**src/rtl/sdram_pkg.sv**
```systemverilog
// rtl/sdram_pkg.sv - SDRAM controller command codes and frame reader state encoding
package sdram_pkg;

    localparam logic [1:0] SDRAM_CMD_IDLE  = 2'd0;
    localparam logic [1:0] SDRAM_CMD_WRITE = 2'd1;
    localparam logic [1:0] SDRAM_CMD_READ  = 2'd2;

    typedef enum logic [2:0] {
        ST_IDLE,
        ST_CHECK,
        ST_REQ,
        ST_BURST,
        ST_NEXT,
        ST_DONE
    } frame_state_t;

endpackage

```
**src/rtl/sync_fifo.sv**
```systemverilog
// rtl/sync_fifo.sv - single-clock first-word fall-through FIFO with occupancy count
module sync_fifo #(
    parameter int WIDTH = 16,
    parameter int DEPTH = 16,
    localparam int AW   = $clog2(DEPTH)
) (
    input  logic             clk,
    input  logic             rst_n,
    input  logic             push,
    input  logic [WIDTH-1:0] data_in,
    input  logic             pop,
    output logic [WIDTH-1:0] data_out,
    output logic             full,
    output logic             empty,
    output logic [AW:0]      count
);

    logic [WIDTH-1:0] mem [DEPTH];
    logic [AW-1:0]    wr_ptr;
    logic [AW-1:0]    rd_ptr;
    logic             do_push;
    logic             do_pop;

    // A paired push/pop is always honoured, so full and empty never block the pair.
    assign do_push  = push && (!full || pop);
    assign do_pop   = pop && (!empty || push);
    assign full     = (count == (AW+1)'(DEPTH));
    assign empty    = (count == '0);
    assign data_out = mem[rd_ptr];

    always_ff @(posedge clk) begin
        if (do_push) begin
            mem[wr_ptr] <= data_in;
        end
    end

    always_ff @(posedge clk) begin
        if (!rst_n) begin
            wr_ptr <= '0;
            rd_ptr <= '0;
            count  <= '0;
        end else begin
            if (do_push) begin
                wr_ptr <= wr_ptr + 1'b1;
            end
            if (do_pop) begin
                rd_ptr <= rd_ptr + 1'b1;
            end
            count <= count + (AW+1)'(do_push) - (AW+1)'(do_pop);
        end
    end

endmodule

```
**src/rtl/sdram_frame_reader.sv**
```systemverilog
// rtl/sdram_frame_reader.sv - burst-reads one frame from SDRAM into a pixel FIFO
// Optional underflow detection: SDRAM_FRAME_READER_UNDERFLOW_EN
module sdram_frame_reader
    import sdram_pkg::*;
#(
    parameter int USER_ADDRESS_WIDTH = 22,
    parameter int DATA_WIDTH         = 16,
    parameter int READ_BURST_LENGTH  = 4,
    parameter int FRAME_WORDS        = 8192,
    parameter int BASE_ADDRESS       = 0,
    parameter int FIFO_DEPTH         = 16
) (
    input  logic                          clk,
    input  logic                          rst_n,
    input  logic                          frame_start,
    output logic [1:0]                    ctrl_command,
    output logic [USER_ADDRESS_WIDTH-1:0] ctrl_address,
    input  logic [DATA_WIDTH-1:0]         ctrl_data_read,
    input  logic                          ctrl_data_read_valid,
    output logic [DATA_WIDTH-1:0]         pix_data,
    output logic                          pix_valid,
    input  logic                          pix_ready,
    output logic                          busy,
    output logic                          frame_done,
    output logic                          underflow
);

    localparam int AW     = USER_ADDRESS_WIDTH;
    localparam int CNT_W  = $clog2(FIFO_DEPTH) + 1;
    localparam int WL_W   = $clog2(FRAME_WORDS + 1);
    localparam int BEAT_W = 4;

    frame_state_t     state, state_n;
    logic [AW-1:0]    addr, addr_n;
    logic [WL_W-1:0]  words_left, words_left_n;
    logic [BEAT_W-1:0] beat, beat_n;
    logic [CNT_W-1:0] fifo_count;
    logic             fifo_full;
    logic             fifo_empty;
    logic             push;
    logic             pop;
    logic             room;
    logic             start_ok;

    assign start_ok = (state == ST_IDLE) && frame_start && !ctrl_data_read_valid;
    // Only request a burst when the whole burst is guaranteed a slot in the FIFO.
    assign room     = !fifo_full &&
                      ((CNT_W'(FIFO_DEPTH) - fifo_count) >= CNT_W'(READ_BURST_LENGTH));
    assign push     = ctrl_data_read_valid && ((state == ST_REQ) || (state == ST_BURST));
    assign pop      = pix_valid && pix_ready;

    assign ctrl_command = (state == ST_REQ) ? SDRAM_CMD_READ : SDRAM_CMD_IDLE;
    assign ctrl_address = addr;
    assign busy         = (state != ST_IDLE);
    assign frame_done   = (state == ST_DONE);
    assign pix_valid    = !fifo_empty;

    always_ff @(posedge clk) begin
        if (!rst_n) begin
            state      <= ST_IDLE;
            addr       <= AW'(BASE_ADDRESS);
            words_left <= '0;
            beat       <= '0;
        end else begin
            state      <= state_n;
            addr       <= addr_n;
            words_left <= words_left_n;
            beat       <= beat_n;
        end
    end

    always_comb begin
        state_n      = state;
        addr_n       = addr;
        words_left_n = words_left;
        beat_n       = beat;
        case (state)
            ST_IDLE: begin
                if (start_ok) begin
                    addr_n       = AW'(BASE_ADDRESS);
                    words_left_n = WL_W'(FRAME_WORDS);
                    state_n      = ST_CHECK;
                end
            end
            ST_CHECK: begin
                if (room) begin
                    state_n = ST_REQ;
                end
            end
            ST_REQ: begin
                if (ctrl_data_read_valid) begin
                    beat_n  = BEAT_W'(1);
                    state_n = (READ_BURST_LENGTH == 1) ? ST_NEXT : ST_BURST;
                end
            end
            ST_BURST: begin
                if (ctrl_data_read_valid) begin
                    beat_n = beat + 1'b1;
                    if (beat == BEAT_W'(READ_BURST_LENGTH - 1)) begin
                        state_n = ST_NEXT;
                    end
                end
            end
            ST_NEXT: begin
                addr_n       = addr + AW'(READ_BURST_LENGTH);
                words_left_n = words_left - WL_W'(READ_BURST_LENGTH);
                state_n      = (words_left == WL_W'(READ_BURST_LENGTH)) ? ST_DONE : ST_CHECK;
            end
            ST_DONE: begin
                state_n = ST_IDLE;
            end
            default: begin
                state_n = ST_IDLE;
            end
        endcase
    end

    sync_fifo #(
        .WIDTH (DATA_WIDTH),
        .DEPTH (FIFO_DEPTH)
    ) u_fifo (
        .clk      (clk),
        .rst_n    (rst_n),
        .push     (push),
        .data_in  (ctrl_data_read),
        .pop      (pop),
        .data_out (pix_data),
        .full     (fifo_full),
        .empty    (fifo_empty),
        .count    (fifo_count)
    );

`ifdef SDRAM_FRAME_READER_UNDERFLOW_EN
    logic underflow_q;

    always_ff @(posedge clk) begin
        if (!rst_n) begin
            underflow_q <= 1'b0;
        end else if (start_ok) begin
            underflow_q <= 1'b0;
        end else if (busy && pix_ready && fifo_empty) begin
            underflow_q <= 1'b1;
        end
    end

    assign underflow = underflow_q;
`else
    assign underflow = 1'b0;
`endif

endmodule

```
**config.mk**
```make
export PLATFORM = sky130hd
export DESIGN_NAME = sdram_frame_reader
export DESIGN_NICKNAME = d
export VERILOG_FILES = /design/src/rtl/sdram_pkg.sv /design/src/rtl/sync_fifo.sv /design/src/rtl/sdram_frame_reader.sv
export SDC_FILE = /design/constraint.sdc
export NUM_CORES = 1
export LEC_CHECK = 0
export ABC_AREA = 1
export CAP_MARGIN = 20
export CORE_MARGIN = 5
export CORE_UTILIZATION = 25
export CTS_CLUSTER_DIAMETER = 120
export DETAILED_ROUTE_END_ITERATION = 10
export HOLD_SLACK_MARGIN = 0.15
export PLACE_DENSITY = 0.38
export SYNTH_ARGS = -nofsm -noshare
export SYNTH_HDL_FRONTEND = slang
export SYNTH_HIERARCHICAL = 1
export SYNTH_SLANG_ARGS = --single-unit
```
**constraint.sdc**
```tcl
create_clock -name clk -period 4.4 [get_ports clk]
set_input_delay 0.88 -clock clk [delete_from_list [all_inputs] [get_ports clk]]
set_output_delay 0.88 -clock clk [all_outputs]
set_load 0.03 [all_outputs]
```
Yosys cells after proc, flatten, opt, wreduce, memory -nomap -nowiden

Memory sizes are Yosys's and may differ from the RTL's. A register that Yosys moved wholly into a read port is not among the register bits.
Index checks and enable logic that the tools add are counted.

Reduce and logical (&&, ||, !) cells: 21
Multiplexer cells: 19
Bitwise logic cells: 0
$add $sub $neg: 8
Magnitude comparators: 1
Equal/unequal tests: 13
Shift-type cells: 0
Multipliers: 0
Divide/modulo/power cells: 0

Operators by type and width:

| cell                    | number |
|---|---|
| $pmux W22 S2            | 1 |
| $pmux W14 S2            | 1 |
| $add A22 B3 Y22 const B | 1 |
| $mux W22                | 1 |
| $mux W3                 | 6 |
| $mux W4                 | 4 |
| $pmux W3 S5             | 1 |
| $eq A14 B3 Y1 const B   | 1 |
| $mux W14                | 1 |
| $sub A14 B3 Y14 const B | 1 |
| $add A4 B1 Y4 const B   | 3 |
| $ne A2 B2 Y1 const B    | 4 |
| $pmux W4 S2             | 1 |
| $logic_and A1 B1 Y1     | 7 |
| $eq A3 B2 Y1 const B    | 2 |
| $eq A3 B3 Y1 const B    | 2 |
| $add A5 B1 Y5           | 1 |
| $eq A5 B5 Y1 const B    | 1 |
| $ge A5 B3 Y1 const B    | 1 |
| $logic_not A5 Y1        | 1 |
| $reduce_and A5 Y1       | 1 |
| $sub A5 B1 Y5           | 1 |
| $sub A5 B5 Y5 const A   | 1 |
| $eq A4 B2 Y1 const B    | 1 |
| 11 further kinds        | 17 |

Memories: 1
Word-level logic and storage cells: 70
ROM bits: 0
Input bits: 21
Output and inout bits: 44
Flip-flop bits (word level): 56
Bits in latches: 0
RAM bits: 256

Memory list:

| memory     | words | bits a word | read ports | clocked after Yosys merged registers in | wr ports | RTL line        | RTL |
|---|---|---|---|---|---|---|---|
| u_fifo.mem | 16    | 16          | 1          | 1                                       | 1        | sync_fifo.sv:18 | `logic [WIDTH-1:0] mem [DEPTH];` |

Logic depth before layout (Yosys ltp)

Gate-level depths: netlist of run 1.

Word-level depth: 7
Mapped depth: 18
Gate-level depth less buffers: 18

Hierarchy

The synthesis of run 1 kept the hierarchy.

Modules (own cells, without submodules):

| module             | area an instance (um2) | cells an instance | sequential area each (um2) | times used |
|---|---|---|---|---|
| sync_fifo          | 11971.5                | 1172              | 8027.7                     | 1 |
| sdram_frame_reader | 2173.3                 | 335               | 780.7                      | 1 |

Worst setup path before layout of run 1

Ideal clock, no wire load.

Kind: in2reg
Start: in ctrl_data_read_valid
End: reg u_fifo.count[4]
Cell stages on the path: 16
Path buffers: 0
Slack: 1576 ps
Setup time: 113 ps
Required time: 4287 ps
Arrival time: 2712 ps
Cells stage by stage: nand2_1 inv_2 inv_1 nand4_1 nand2_1 inv_1 ha_1 inv_1 ha_1 fa_1 nand2_1 a21oi_1 nor2_1 nand2_1 nand2_1 nor2_1

Word-level cells in the longest chain between the ends: 4
Elaborated cells on any way between the ends: 6

Ends and longest elaborated chain:

| what                                                             | RTL line                         | RTL |
|---|---|---|
| start: declaration                                               | sdram_frame_reader.sv:19         | `input logic ctrl_data_read_valid,` |
| $logic_and A1 B1 Y1 *                                            | sdram_frame_reader.sv:49         | `assign push = ctrl_data_read_valid && ((state == ST_REQ) \|\| (state == ST_BURST));` |
| named net push                                                   | sdram_frame_reader.sv:40         | `logic push;` |
| $logic_and A1 B1 Y1 / $logic_or A1 B1 Y1 (equally long branches) | sync_fifo.sv:25, sync_fifo.sv:26 |  |
| $add A5 B1 Y5 / $logic_and A1 B1 Y1 (equally long branches)      | sync_fifo.sv:49, sync_fifo.sv:26 |  |
| $sub A5 B1 Y5 *                                                  | sync_fifo.sv:49                  | `count <= count + (AW+1)'(do_push) - (AW+1)'(do_pop);` |
| end signal: assignment                                           | sync_fifo.sv:49                  |  |
| end: declaration                                                 | sync_fifo.sv:15                  | `output logic [AW:0] count` |

Mark *: on every way through the listed nets, which the timed path passes. The rest lies on a longest branch.
A chain may end at the register's enable or synchronous reset.

==> results of run 1 <==
[synthesized netlist by cell type (2+ instances only)]
| library cell | instances | area [um^2] |
|---|---|---|
| a211oi_1 | 5 | 37.5 |
| a21oi_1 | 26 | 130 |
| a31oi_1 | 3 | 18.8 |
| buf_2 | 17 | 85.1 |
| buf_4 | 20 | 150 |
| buf_6 | 12 | 135 |
| clkbuf_1 | 12 | 45.0 |
| dfxtp_1 | 56 | 1120 |
| edfxtp_1 | 256 | 7690 |
| ha_1 | 15 | 188 |
| inv_1 | 250 | 938 |
| inv_2 | 4 | 15.0 |
| nand2_1 | 449 | 1690 |
| nand3_1 | 221 | 1110 |
| nand3b_1 | 2 | 15.0 |
| nand4_1 | 5 | 31.3 |
| nor2_1 | 101 | 379 |
| nor2_4 | 4 | 45.0 |
| nor3_1 | 7 | 35.0 |
| o21ai_0 | 19 | 95.1 |
| or2_2 | 2 | 12.5 |
| xor2_1 | 2 | 17.5 |
[metal layers]
metal	vias to the layer above	wire length, um	part of all wire [%]	track usage (%)
met3	59	1920	4.8	2.83
met5	-	0	0	0
met1	4794	18700	47	17.5
li1	4984	-	-	-
met2	205	18300	46	21.3
met4	0	852	2.1	3.23
[per-stage QoR]
step	utilization, %	area [um^2]	hold WS (ps)	std cells
after CTS	29.8	16700	489	2363
after detailed placement	27.8	15600	476	2296
after global placement	27.8	15600	470	2296
after global routing	29.8	16700	515	2363
final	29.8	16700	483	2363
after floorplan	-	14200	446	1510
[critical path, delay by kind of cell, from the launching register on]
family	cells	cell delay (ps)
simple gates	2	380
flops	1	300
buf+inv	3	1650
[worst max-delay path by stage]
stage	cells past startpoint	slack, ps	endpoint	start
2_1_floorplan	16	1580	u_fifo/count[4]$_SDFF_PN0_	ctrl_data_read_valid
3_3_place_gp	17	780	u_fifo/count[4]$_SDFF_PN0_	ctrl_data_read_valid
3_5_place_dp	17	800	u_fifo/count[4]$_SDFF_PN0_	ctrl_data_read_valid
4_1_cts	5	560	pix_data[5]	register
5_1_grt	7	520	pix_data[2]	register
6_report	5	630	pix_data[2]	register
[state kept, by name (all words and copies together) (netlist names), named ones only]
register,count
words_left,12
u_fifo/count,5
u_fifo/mem,256
u_fifo/wr_ptr,4
beat,4
ctrl_address,20
state,3
u_fifo/rd_ptr,4
[layout make-up]
class                   count  area (um^2)  share of cell area, %
clock buffers              49          981                   5.86
inverters                 255          960                   5.73
multi-input cells         881         4010                   23.9
flip-flops and latches    312         8810                   52.6
repair buffers             92          891                   5.32
clock inverters            18          146                  0.874
well taps                 756          946                   5.65
[placed cells by master, fill, tap and decap left out, types with 2 or more instances in the layout]
| master | synthesis | final |
|---|---|---|
| nand2_1 | 449 | 449 |
| edfxtp_1 | 256 | 256 |
| inv_1 | 250 | 250 |
| nand3_1 | 221 | 221 |
| nor2_1 | 101 | 85 |
| clkdlybuf4s50_1 | 0 | 60 |
| dfxtp_1 | 56 | 53 |
| clkbuf_16 | 0 | 37 |
| buf_4 | 20 | 28 |
| a21oi_1 | 26 | 26 |
| o21ai_0 | 19 | 19 |
| nor2_2 | 1 | 17 |
| ha_1 | 15 | 15 |
| clkbuf_1 | 12 | 11 |
| clkinv_1 | 1 | 9 |
| nor3_1 | 7 | 7 |
| nand4_1 | 5 | 5 |
| a211oi_1 | 5 | 5 |
| nor2_4 | 4 | 4 |
| conb_1 | 1 | 4 |
| buf_12 | 0 | 4 |
| inv_2 | 4 | 3 |
| a31oi_1 | 3 | 3 |
| inv_6 | 0 | 3 |
| clkinv_2 | 0 | 3 |
| xor2_1 | 2 | 2 |
| or2_2 | 2 | 2 |
| clkinvlp_4 | 0 | 2 |
| bufinv_16 | 0 | 2 |
| nand3b_1 | 2 | 2 |
| dfxtp_2 | 0 | 2 |
[logic make-up after synthesis]
logic type               Yosys count  synth area share (%)
AO/OA/AOI/OAI                     57                  2.18
XOR/XNOR                           3                 0.186
adder cells (fa/ha/maj)           16                  1.47
buffers and inverters            317                  9.73
flip-flops                       312                  62.3
other                              1                0.0265
AND/OR/NAND/NOR                  801                  24.1
[power by group]
group / total (mW) / switching (mW) / leakage [nW] / internal, mW
clock: 2.93 / 1.24 / 0.543 / 1.69
sequential: 3.40 / 0.116 / 2.76 / 3.29
combinational: 2.46 / 1.67 / 3.54 / 0.789
==> impl_results.md, run 1 <==
* Remaining DRCs at 0
* Cells after Synth at 1507
* Worst R2R End: u_fifo/count[4]$_SDFF_PN0_
* Die height at 248 um
* Worst Skew at 22.4 ps
* Leak at 6.84 nW
* Peak Freq at 265 MHz
* Seq/Total Area, Yosys at 62.3%
* Total grt overflow at 0
* Pwr dens at 525 nW/um^2
* H-tree levels at 2
* Hold path start: words_left[6]$_SDFFE_PN0P_
* Pins Over Slew Limit at 0
* #FFs+latches synth at 312
* Setup crit end kind: primary output
* Layout cells sized above 1 at 7.22%
* Post-synth ARST share at 0%
* Setup Fix Bufs, Post-CTS at 0
* Resize count post-CTS at 0
* CTS root buffer: clkbuf_16
* Pre-CTS WS at 804 ps
* Hold_buf cts at 0
* Core box area at 56200 um^2
* Cts bufs inserted at 37
* EDFF count, synth at 256
* Clock sink count at 312
* Worst slew margin at 40.4%
* Hold EP: words_left[6]$_SDFFE_PN0P_
* Largest net degree at the start of global routing at 87
* RR Startpoint: u_fifo/count[2]$_SDFF_PN0_
* Crit-path cells: buf_4, inv_1, nand3_1, nand2_1, clkdlybuf4s50_1
* Total routed wirelength at 39800 um
* Worst slew pin tran at 893 ps
* Initial Util at 25.2%
* Worst Hold Class: register to register
* Port-buffer cells at 60
* Final hold vios at 0
* Worst vdd ir at 0.000235 V
* Bufs on Longest Clock Path at 3
* CP max stage delay at 730 ps
* P&R area growth vs syn at 18.4%
* Nets at 1616
* Io pins at 65
* FF-to-FF path depth at 18
* CP required at 3520 ps
* Crit path setup slack, layout at 626 ps
* Hold Path Depth at 2
* Tot Pwr at 8.79 mW
* Placer Congestion at 0.740
* Initial antenna violation count at 0
* Period utilisation layout at 85.8%
* Via Count at 10000
* Setup TNS at 0 ps
* Final setup vio count at 0
* Number of diodes at 0
* Row count at 87
* Die area at 61400 um^2
* DR pass1 iterations at 4
* Min Tclk post-route at 3770 ps
* Post-Syn Area at 14100 um^2
* Crit path launch type: register
* Run status: finished clean
* GRT Util Overall at 13.0%
* Reg-to-reg slack, setup at 1360 ps
* Initial detailed-routing violation count at 542
* Mean routed wirelength per cell at 16.8 um
* Unrepaired setup endpoints after global routing: no
* Ys flop type: edfxtp_1
* Final ANT Viol Nets at 0
* Clk_lat worst skew at 560 ps
* FILL cells at 5927
* Yosys Warn Count at 6
* CP Data Arrival Time at 2890 ps
* Register clock-pin slew on the reported worst setup and hold paths at 60 ps
* Syn avg cell area at 9.39 um^2
* CTS tree: built
* Max Cap Viol at 0
* Crit-path max FO at 17
* WS Path Type: register to primary output
* Netlist cell types at 41
* First-pass GRT wire length at 60600 um
* Drt via density at 4.25
* Die X at 248 um
* Vias in the first global route at 9945
* Final HPWL DP at 23400 um
* CP max stage cell: clkdlybuf4s50_1
Note: power is estimated with default switching activity, not from simulation.
==> run 2: changes to the inputs <==
--- a/config.mk
+++ b/config.mk
@@ -13,6 +13,7 @@
 export DETAILED_ROUTE_END_ITERATION = 10
 export HOLD_SLACK_MARGIN = 0.15
 export PLACE_DENSITY = 0.38
+export SETUP_SLACK_MARGIN = 0.15
 export SYNTH_ARGS = -nofsm -noshare
 export SYNTH_HDL_FRONTEND = slang
 export SYNTH_HIERARCHICAL = 1
==> results of run 2 <==
No change in the layout: final DEF, timing and power equal those of run 1.
==> run 3: changes to the inputs <==
--- a/config.mk
+++ b/config.mk
@@ -6,10 +6,10 @@
 export NUM_CORES = 1
 export LEC_CHECK = 0
 export ABC_AREA = 1
+export ABC_CLOCK_PERIOD_IN_PS = 4400
 export CAP_MARGIN = 20
 export CORE_MARGIN = 5
 export CORE_UTILIZATION = 25
-export CTS_CLUSTER_DIAMETER = 120
 export DETAILED_ROUTE_END_ITERATION = 10
 export HOLD_SLACK_MARGIN = 0.15
 export PLACE_DENSITY = 0.38
==> results of run 3 <==
No change in the layout: final DEF, timing and power equal those of run 1.
